[src/rtl/chaos_map_pkg.sv]
// rtl/chaos_map_pkg.sv - shared chaos-map constants: sequencer state encoding and default operand width
package chaos_map_pkg;

  // Default operand width of the fixed-point multiplier used by the logistic map.
  localparam int SEQ_MULT_WIDTH = 18;

  // Sequencer state encoding, shared with the logistic function sequencers.
  localparam logic [1:0] ST_IDLE = 2'd0;
  localparam logic [1:0] ST_RUN  = 2'd1;
  localparam logic [1:0] ST_DONE = 2'd2;

  // Bits needed to count 0..w inclusive.
  function automatic int count_bits(input int w);
    return $clog2(w + 1);
  endfunction

endpackage

[src/rtl/seq_mult18.sv]
// rtl/seq_mult18.sv - radix-2 shift-add sequential unsigned multiplier with 4-phase start/done handshake
module seq_mult18
  import chaos_map_pkg::*;
#(
  parameter int WIDTH = SEQ_MULT_WIDTH
) (
  input  logic                 CLK,
  input  logic                 RST,
  input  logic                 calc_start,
  input  logic [WIDTH-1:0]     dataa,
  input  logic [WIDTH-1:0]     datab,
  output logic [2*WIDTH-1:0]   result,
  output logic                 done
);

  localparam int              CW   = count_bits(WIDTH);
  localparam logic [CW-1:0]   LAST = CW'(WIDTH - 1);

  logic [1:0]           state;
  logic [2*WIDTH-1:0]   mcand;
  logic [WIDTH-1:0]     mplr;
  logic [2*WIDTH-1:0]   acc;
  logic [CW-1:0]        count;
  logic [2*WIDTH-1:0]   acc_next;

  // The single adder: accumulate the shifted multiplicand when the multiplier LSB is set.
  always_comb begin
    acc_next = acc;
    if (mplr[0]) acc_next = acc + mcand;
  end

  // Handshake sequencer and shift-add datapath; a full run is always WIDTH steps, no early exit.
  always_ff @(posedge CLK or negedge RST) begin
    if (!RST) begin
      state  <= ST_IDLE;
      done   <= 1'b0;
      result <= '0;
      mcand  <= '0;
      mplr   <= '0;
      acc    <= '0;
      count  <= '0;
    end else begin
      case (state)
        ST_IDLE: begin
          done <= 1'b0;
          if (calc_start) begin
            mcand <= {{WIDTH{1'b0}}, dataa};
            mplr  <= datab;
            acc   <= '0;
            count <= '0;
            state <= ST_RUN;
          end
        end
        ST_RUN: begin
          if (!calc_start) begin
            // Initiator withdrew the request: abandon the product, keep the old result.
            done  <= 1'b0;
            state <= ST_IDLE;
          end else begin
            acc   <= acc_next;
            mcand <= mcand << 1;
            mplr  <= mplr >> 1;
            count <= count + CW'(1);
            if (count == LAST) begin
              result <= acc_next;
              done   <= 1'b1;
              state  <= ST_DONE;
            end
          end
        end
        ST_DONE: begin
          // Hold the result until the initiator drops its request; no retrigger from here.
          if (!calc_start) begin
            done  <= 1'b0;
            state <= ST_IDLE;
          end
        end
        default: begin
          done  <= 1'b0;
          state <= ST_IDLE;
        end
      endcase
    end
  end

endmodule

[config.mk]
export PLATFORM = sky130hd
export DESIGN_NAME = seq_mult18
export DESIGN_NICKNAME = d
export VERILOG_FILES = /design/src/rtl/chaos_map_pkg.sv /design/src/rtl/seq_mult18.sv
export SDC_FILE = /design/constraint.sdc
export NUM_CORES = 1
export LEC_CHECK = 0
export ABC_AREA = 1
export BUFFER_PORTS_ARGS = -buffer_cell sky130_fd_sc_hd__buf_2
export CAP_MARGIN = 20
export CORE_MARGIN = 2
export CORE_UTILIZATION = 35
export CTS_CLUSTER_DIAMETER = 50
export DETAILED_ROUTE_END_ITERATION = 6
export PLACE_DENSITY = 0.51
export RECOVER_POWER = 25
export SLEW_MARGIN = 20
export SYNTH_ARGS = -nofsm -noshare
export SYNTH_HDL_FRONTEND = slang
export SYNTH_SLANG_ARGS = --single-unit
export TNS_END_PERCENT = 20
[constraint.sdc]
create_clock -name CLK -period 2.8 [get_ports CLK]
set_input_delay 0.28 -clock CLK [delete_from_list [all_inputs] [get_ports CLK]]
set_output_delay 0.28 -clock CLK [all_outputs]
set_load 0.02 [all_outputs]
Word level (Yosys, flattened, before mapping)

Cells that the tools add are included.

Flip-flop bits (word level): 134
Input port bits: 39
Logic and storage cells: 44

Add/sub/neg operators: 2
Equality and inequality tests: 7
Multiplexer cells: 22
Reductions and logical operators: 6

Operator list:

| operator                                      | number |
|---|---|
| two-way mux 36 bit                            | 5 |
| one-hot mux 36 bit (2 select lines)           | 2 |
| adder 36 bit                                  | 1 |
| two-way mux 18 bit                            | 2 |
| one-hot mux 18 bit (2 select lines)           | 1 |
| two-way mux 5 bit                             | 2 |
| one-hot mux 5 bit (2 select lines)            | 1 |
| AND reduction 3 bit                           | 3 |
| two-way mux 2 bit                             | 4 |
| inequality test 2 bit, second input constant  | 3 |
| one-hot mux 2 bit (3 select lines)            | 1 |
| adder 5 x 1 -> 5 bit, second input constant   | 1 |
| == test 5 bit, second input constant          | 1 |
| two-way mux 1 bit                             | 3 |
| inequality test 3 bit, second input constant  | 1 |
| == test 2 x 1 -> 1 bit, second input constant | 1 |
| == test 2 bit, second input constant          | 1 |
| logical NOT 2 bit                             | 1 |
| one-hot mux 1 bit (2 select lines)            | 1 |
| AND reduction 2 bit                           | 1 |
| nonzero test 2 bit                            | 1 |

Longest topological paths before layout

Gate-level depths: netlist of the first run.

Depth in word-level cells: 4
Gate-level depth with buffers: 15
Depth with buffers taken out: 15

Worst setup path before layout of the first run

OpenSTA, ideal clock, no wires.

Path kind: reg2reg
Start: reg mcand[0]
End: reg acc[32]
Library setup time: 0.117 ns
Arrival time: 1.852 ns
Required time: 2.683 ns
Slack: 0.830 ns
Stages on the path, launching flop included: 15
Clock period less this slack: 1.970 ns
Path through: dfrtp_1 ha_1 fa_1 nand3_1 nand3_2 nand2_1 nand2_1 nand3_1 nand2_1 nand2_1 nand2_1 nand2_1 nand3_1 nand3_1 nand2_1

Longest elaborated chain between the ends: 4

Ends and longest elaborated chain:

| element                             | line             | text |
|---|---|---|
| from (decl)                         | seq_mult18.sv:20 | `logic [2*WIDTH-1:0] mcand;` |
| from (signal assigned)              | seq_mult18.sv:47 | `mcand <= {{WIDTH{1'b0}}, dataa};` |
| from (signal assigned)              | seq_mult18.sv:61 | `mcand <= mcand << 1;` |
| adder 36 bit                        | seq_mult18.sv:29 | `if (mplr[0]) acc_next = acc + mcand;` |
| two-way mux 36 bit                  | seq_mult18.sv:29 |  |
| two-way mux 36 bit                  | seq_mult18.sv:55 | `if (!calc_start) begin` |
| one-hot mux 36 bit (2 select lines) | seq_mult18.sv:43 | `case (state)` |
| to (signal assigned)                | seq_mult18.sv:60 | `acc <= acc_next;` |
| to (decl)                           | seq_mult18.sv:22 | `logic [2*WIDTH-1:0] acc;` |

Every way passes these cells. The select of a mux whose other input is x is not followed.
A chain may end at the register's enable or synchronous reset.

Final worst setup path of the first run

Start: reg mcand[0]
End: reg result[32]

Longest elaborated chain between the ends: 2

Ends and longest elaborated chain:

| element              | line             | text |
|---|---|---|
| adder 36 bit         | seq_mult18.sv:29 |  |
| two-way mux 36 bit   | seq_mult18.sv:29 |  |
| to (signal assigned) | seq_mult18.sv:65 | `result <= acc_next;` |
| to (decl)            | seq_mult18.sv:12 | `output logic [2*WIDTH-1:0] result,` |

Every way passes these cells.

==> flow_summary.json, run 1 <==
{
  "rows": 55,
  "synth-edff-count": 0,
  "fin_skew_ps": 10.7,
  "yosysTopAreaCellShare_pct": 41.2,
  "yosysUniqueCellTypes": 33,
  "grt_pass1_wl_um": 39100,
  "syn_area_um2": 8150,
  "violations": "max-capacitance violations",
  "fin_setup_tns_ps": 0,
  "slew_viol_final": 0,
  "ios": 76,
  "vias_per_cell": 4.99,
  "cp_max_fo": 4,
  "setup_viol": 0,
  "die_x_um": 157,
  "grtUsageTotal_pct": 20.6,
  "yosys_warnings": 0,
  "yosysTopAreaCell": "dfrtp_1",
  "die_height_um": 157,
  "criticalPathCategory": "register to register",
  "port_buffers": 75,
  "tightest_slew_ps": 1500,
  "vias": 7349,
  "hold_violations": 0,
  "antenna_found_initial": 0,
  "wirelength_um": 23900,
  "synth.avg_cell_area_um2": 7.34,
  "ys_seq_area_share_pct": 41.2,
  "dieArea_um2": 24500,
  "start_util_pct": 35.9,
  "final_core_util_pct": 41.3,
  "grt_max_degree": 96,
  "path_clk_slew_ps": 60,
  "max_slew_margin_pct": 0.0283,
  "drc": 0,
  "cts_max_level": 4,
  "syn_inst": 1109,
  "worst_setup_path_start_kind": "register",
  "dominantRegCellSynth": "dfrtp_1",
  "fillers": 2354,
  "p_leak_nw": 5.00,
  "drive_gt1_share_pct": 12.0,
  "arrival_ps": 2640,
  "status": "finished with violations",
  "crit_required_ps": 3110,
  "regArea_um2": 3350,
  "clkSinkCount": 134,
  "maxCapViolCount": 1,
  "max_freq_mhz": 429,
  "clockRootBuffer": "clkbuf_16",
  "wl_per_cell_um": 16.2,
  "dp_hpwl_um": 17200,
  "final_common_cell": "nand2_1",
  "syn_to_final_growth_pct": 15.2,
  "min_period_over_period_pct": 83.3,
  "overflow": 0,
  "antenna_left": 0,
  "place_congestion": 0.893,
  "clkLatencyLatePin_ps": 430,
  "hold_path_class": "primary input to register",
  "clk_path_buf_depth": 2,
  "dr.pass1.iters": 5,
  "period_minus_slack_ps": 2330,
  "diodes": 0,
  "crit_path_end_kind": "register",
  "cts_buffers": 17,
  "ys_seq_elements": 134,
  "drtIter0Drc": 464,
  "cts_resized": 0,
  "p_per_area_nw_per_um2": 781,
  "vdd_drop_max_mv": 0.468,
  "yosys-top-cells-area": "dfrtp_1 (41%), nand2_1 (15%), inv_1 (7.7%), nand3_1 (6.1%), ha_1 (5.7%)",
  "multiInputGateArea_um2": 3970,
  "synth-async-reset-ratio_pct": 100,
  "core_area_um2": 22700,
  "layout_common_cells": "nand2_1 (316), inv_1 (168), dfrtp_1 (134), nand3_1 (99), buf_2 (74)",
  "grt_pass1_vias": 7217,
  "final_nets": 1254,
  "rsz0062_at_grt": "false",
  "cts_tree": "done",
  "syn_nets": 1186
}
## per-layer routing
layer | GRT usage, % | vias up | share of wire [%]
li1 | - | 3748 | -
met1 | 31.6 | 3432 | 53
met2 | 30.0 | 145 | 42
met3 | 3.30 | 24 | 3.6
met4 | 5.77 | 0 | 1.3
met5 | 0 | - | 0
## repair_timing
action | in CTS | in global routing
setup endpoints to repair | 0 | 0
endpoints found under the hold margin | 56 | 0
hold buffers | 1 | 0
setup buffers | 0 | 0
## cells in the mapped netlist, types with 3 or more instances
master and count:
nand2_1 316, inv_1 168, dfrtp_1 134, nand3_1 99, nor2_1 57, o21ai_0 47
nor3_1 44, a21oi_1 39, ha_1 37, a221oi_1 34, o22ai_1 25, clkbuf_1 24
or2_2 18, xnor2_1 11, buf_2 8, xor2_1 8, o21ai_1 5, o21bai_1 5
buf_1 4, nand4_1 4, o211ai_1 4, inv_2 3
## logic make-up after synthesis
family | Yosys count | synth area share, %
AOI/OAI and AO/OA | 161 | 12.2
xor gates and xnor gates | 19 | 2.04
buffers and inverters | 211 | 10.1
adders and majority gates | 38 | 5.93
and+or+nand+nor | 546 | 28.6
DFF | 134 | 41.2
## critical path: stages, from the launching register on
cell and delay (ps):
dfrtp_1 380, ha_1 250, fa_1 460, nand3_1 110, nand3_2 110, nand2_1 80
nand2_1 100, nand3_1 110, nand2_1 110, nand2_1 130, nand2_1 70, nand2_1 60
nand3_1 90, nand3_1 100, nand2_1 60
## flip-flops by register name (all words and copies together) (netlist names)
register  flops
acc          36
count         5
done          1
mcand        36
mplr         18
result       36
state         2
## metrics by stage
| stage | setup slack, ps | area (um2) | std cells | total power [mW] | hold slack [ps] |
|---|---|---|---|---|---|
| 6_report | 467 | 9380 | 1473 | 7.33 | 67.9 |
| 3_5_place_dp | 478 | 8820 | 1442 | 5.16 | 296 |
| 2_1_floorplan | 830 | 8150 | 1109 | 4.38 | -15.6 |
| 5_1_grt | 266 | 9380 | 1473 | 7.88 | 81.3 |
| 3_3_place_gp | 515 | 8820 | 1442 | 5.17 | 296 |
| 4_1_cts | 457 | 9390 | 1473 | 7.39 | 55.3 |
## path summary, 6_finish.rpt
check,depth (start not counted),end,slack (ps),start
max,14,result[32],470,mcand[0]
min,3,mplr[17],70,datab[17]
max reg2reg,14,result[32],470,mcand[0]
min reg2reg,2,result[26],480,result[26]
max in group asynchronous,3,mcand[27],880,RST
min in group asynchronous,2,mplr[13],760,RST
## where the power goes
part | leakage, nW | internal (mW) | total (mW) | switching (mW)
combinational | 3.03 | 0.943 | 2.76 | 1.81
sequential | 1.70 | 2.21 | 2.40 | 0.191
clock | 0.263 | 1.27 | 2.18 | 0.906
## area by class of cell
type	count	area share (%)
well taps	285	3.80
flip-flops and latches	134	35.7
multi-input cells	764	42.3
inverters	172	6.88
clock buffers	21	4.91
clock inverters	9	1.03
repair buffers	88	5.33
Power figures use the tool's default switching activity.
==> inputs of run 2 (changes only) <==
- PLACE_DENSITY: 0.51 -> 0.53
- clock period: 2.8 -> 2 ns (I/O delays scaled with it)
==> flow_summary.json, run 2 (synthesis gave the netlist of run 1 again) <==
{
  "status": "finished with violations",
  "violations": "negative setup slack",
  "cp_num_cells": 12,
  "p_sw_share_pct": 39.5,
  "pre_cts_ws_ps": -146,
  "dp_hpwl_um": 17600,
  "clockRootBuffer": "clkbuf_16",
  "slowest_delay_ps": 440,
  "syn_to_final_growth_pct": 33.2,
  "max_freq_mhz": 492,
  "dr.pass1.iters": 5,
  "switching_power_mw": 4.84,
  "final_area_um2": 10800,
  "seq_power_share_pct": 28.2,
  "cp_num_buf_inv": 4,
  "grtUsageTotal_pct": 21.3,
  "p_per_area_nw_per_um2": 1130,
  "reg_top3": "acc (36), mcand (36), result (36)",
  "start_util_pct": 35.9,
  "tightest_slew_ps": 1160,
  "max_slew_margin_pct": 22.6,
  "ff2ff_path_depth": 12,
  "die_x_um": 157,
  "total_power_mw": 12.2,
  "cpMostUsedCell": "buf_4",
  "die_height_um": 157,
  "core_area_um2": 22700,
  "antenna_left": 0,
  "crit_chain": "ha_4 -> buf_4 -> nand2_2 -> nor2_1 -> buf_4 -> buf_4 -> nand3_4 -> buf_4 -> nand3_1 -> nand3_1 -> o21ai_1 -> o21ai_0",
  "arrival_ps": 2310,
  "p_leak_nw": 5.57,
  "critPathSlowestCell": "dfrtp_1",
  "vias": 7797,
  "final_core_util_pct": 47.8,
  "crit_required_ps": 2280,
  "critPathTopFamily": "buffers and inverters",
  "grt_pass1_wl_um": 40700,
  "fin_skew_ps": 18.3,
  "diodes": 0,
  "crit_path_end_kind": "register",
  "port_buffers": 75,
  "overflow": 0,
  "wirelength_um": 24900,
  "fin_setup_tns_ps": -59.3,
  "path_clk_slew_ps": 60,
  "dieArea_um2": 24500,
  "hold_path_class": "primary input to register",
  "clkSinkCount": 134,
  "min_period_over_period_pct": 102,
  "clkLatencyLatePin_ps": 430,
  "placed_area_um2": 9570,
  "setup_viol": 4,
  "p_int_mw": 7.40,
  "final_common_cell": "nand2_1",
  "cts_buffers": 17,
  "rsz0062_at_grt": "true",
  "ios": 76,
  "cp_max_fo": 4,
  "period_minus_slack_ps": 2030,
  "maxCapViolCount": 0,
  "cts_tree": "done",
  "final.setup.worst_slack_ps": -31.4,
  "hold_depth": 3,
  "grt_max_degree": 65,
  "drc": 0,
  "layout_common_cells": "nand2_1 (277), inv_1 (165), dfrtp_1 (133), buf_4 (108), nand3_1 (86)",
  "criticalPathCategory": "register to register",
  "combPwrFrac_pct": 47.2,
  "slew_viol_final": 0,
  "rows": 55,
  "place_congestion": 0.946,
  "vias_per_cell": 4.94,
  "vdd_drop_max_mv": 0.837,
  "cts_max_level": 4,
  "pwr-share-clk_pct": 24.6,
  "clk_path_buf_depth": 2,
  "grt_pass1_vias": 7796,
  "wl_per_cell_um": 15.8,
  "final_nets": 1357,
  "drtIter0Drc": 463,
  "worst_setup_path_start_kind": "register",
  "antenna_found_initial": 0,
  "hold_violations": 0,
  "drive_gt1_share_pct": 29.1
}
-- run 2: cell count changes in the layout (fill, tap and decap cells not counted), sizes merged --
| cell | delta |
|---|---|
| buf | +102 |
| bufinv | -1 |
| clkbuf | -3 |
| clkinv | +1 |
| clkinvlp | +1 |
| dlygate4sd3 | +1 |
| inv | +4 |
-- run 2: cell type report --
type,instances,area (um2)
clock buffer,18,439
inverter,172,646
timing repair buffer,191,1310
multi-input combinational,764,4630
clock inverter,14,115
sequential,134,3350
tap,285,357
fill,2245,11900
-- run 2: repair_timing --
action / 4_1_cts / 5_1_grt
endpoints found under the setup margin: 56 / 65
cloned: 0 / 0
pin swaps: 13 / 23
gates resized for setup: 56 / 93
endpoints found under the hold margin: 41 / 0
buffers inserted: 2 / 6
hold buffers: 2 / 0
-- run 2: power groups by stage --
stage	Clock [mW]	Combinational [mW]	Sequential (mW)
floorplan	0	2.74	3.40
global placement	0	4.75	3.39
detailed placement	0	4.77	3.39
CTS	3.07	5.24	3.43
global route	3.18	6.42	3.49
finish	3.01	5.78	3.45
-- run 2: per-layer routing --
metal	vias up	track usage [%]	part of all wire, %	wire [um]
met4	0	6.20	1.6	408
met3	25	3.60	4.1	1010
li1	3951	-	-	-
met1	3661	31.4	52	12900
met2	160	32.0	43	10700
met5	-	0	0	0
-- run 2: path summary, 6_finish.rpt --
| kind | startpoint | end | slack, ps |
|---|---|---|---|
| worst max-delay path | acc[10] | acc[16] | -30 |
| worst min-delay path | dataa[0] | mcand[0] | 40 |
| worst max register to register | acc[10] | acc[16] | -30 |
| worst min register to register | result[0] | result[0] | 470 |
| max in group asynchronous | RST | mcand[10] | 310 |
| min in group asynchronous | RST | mplr[14] | 510 |
-- run 2: stage by stage --
stage	instances	hold slack (ps)
after detailed placement	1536	156
after CTS	1572	15.2
after global routing	1578	63.8
after floorplan	1109	-95.6
final	1578	37.5
after global placement	1536	152
-- run 2: tightest hold or removal path, delay by kind of cell --
family	cells	cell delay, ps
buf+inv	1	80
simple gates	1	70
compound gates	1	70
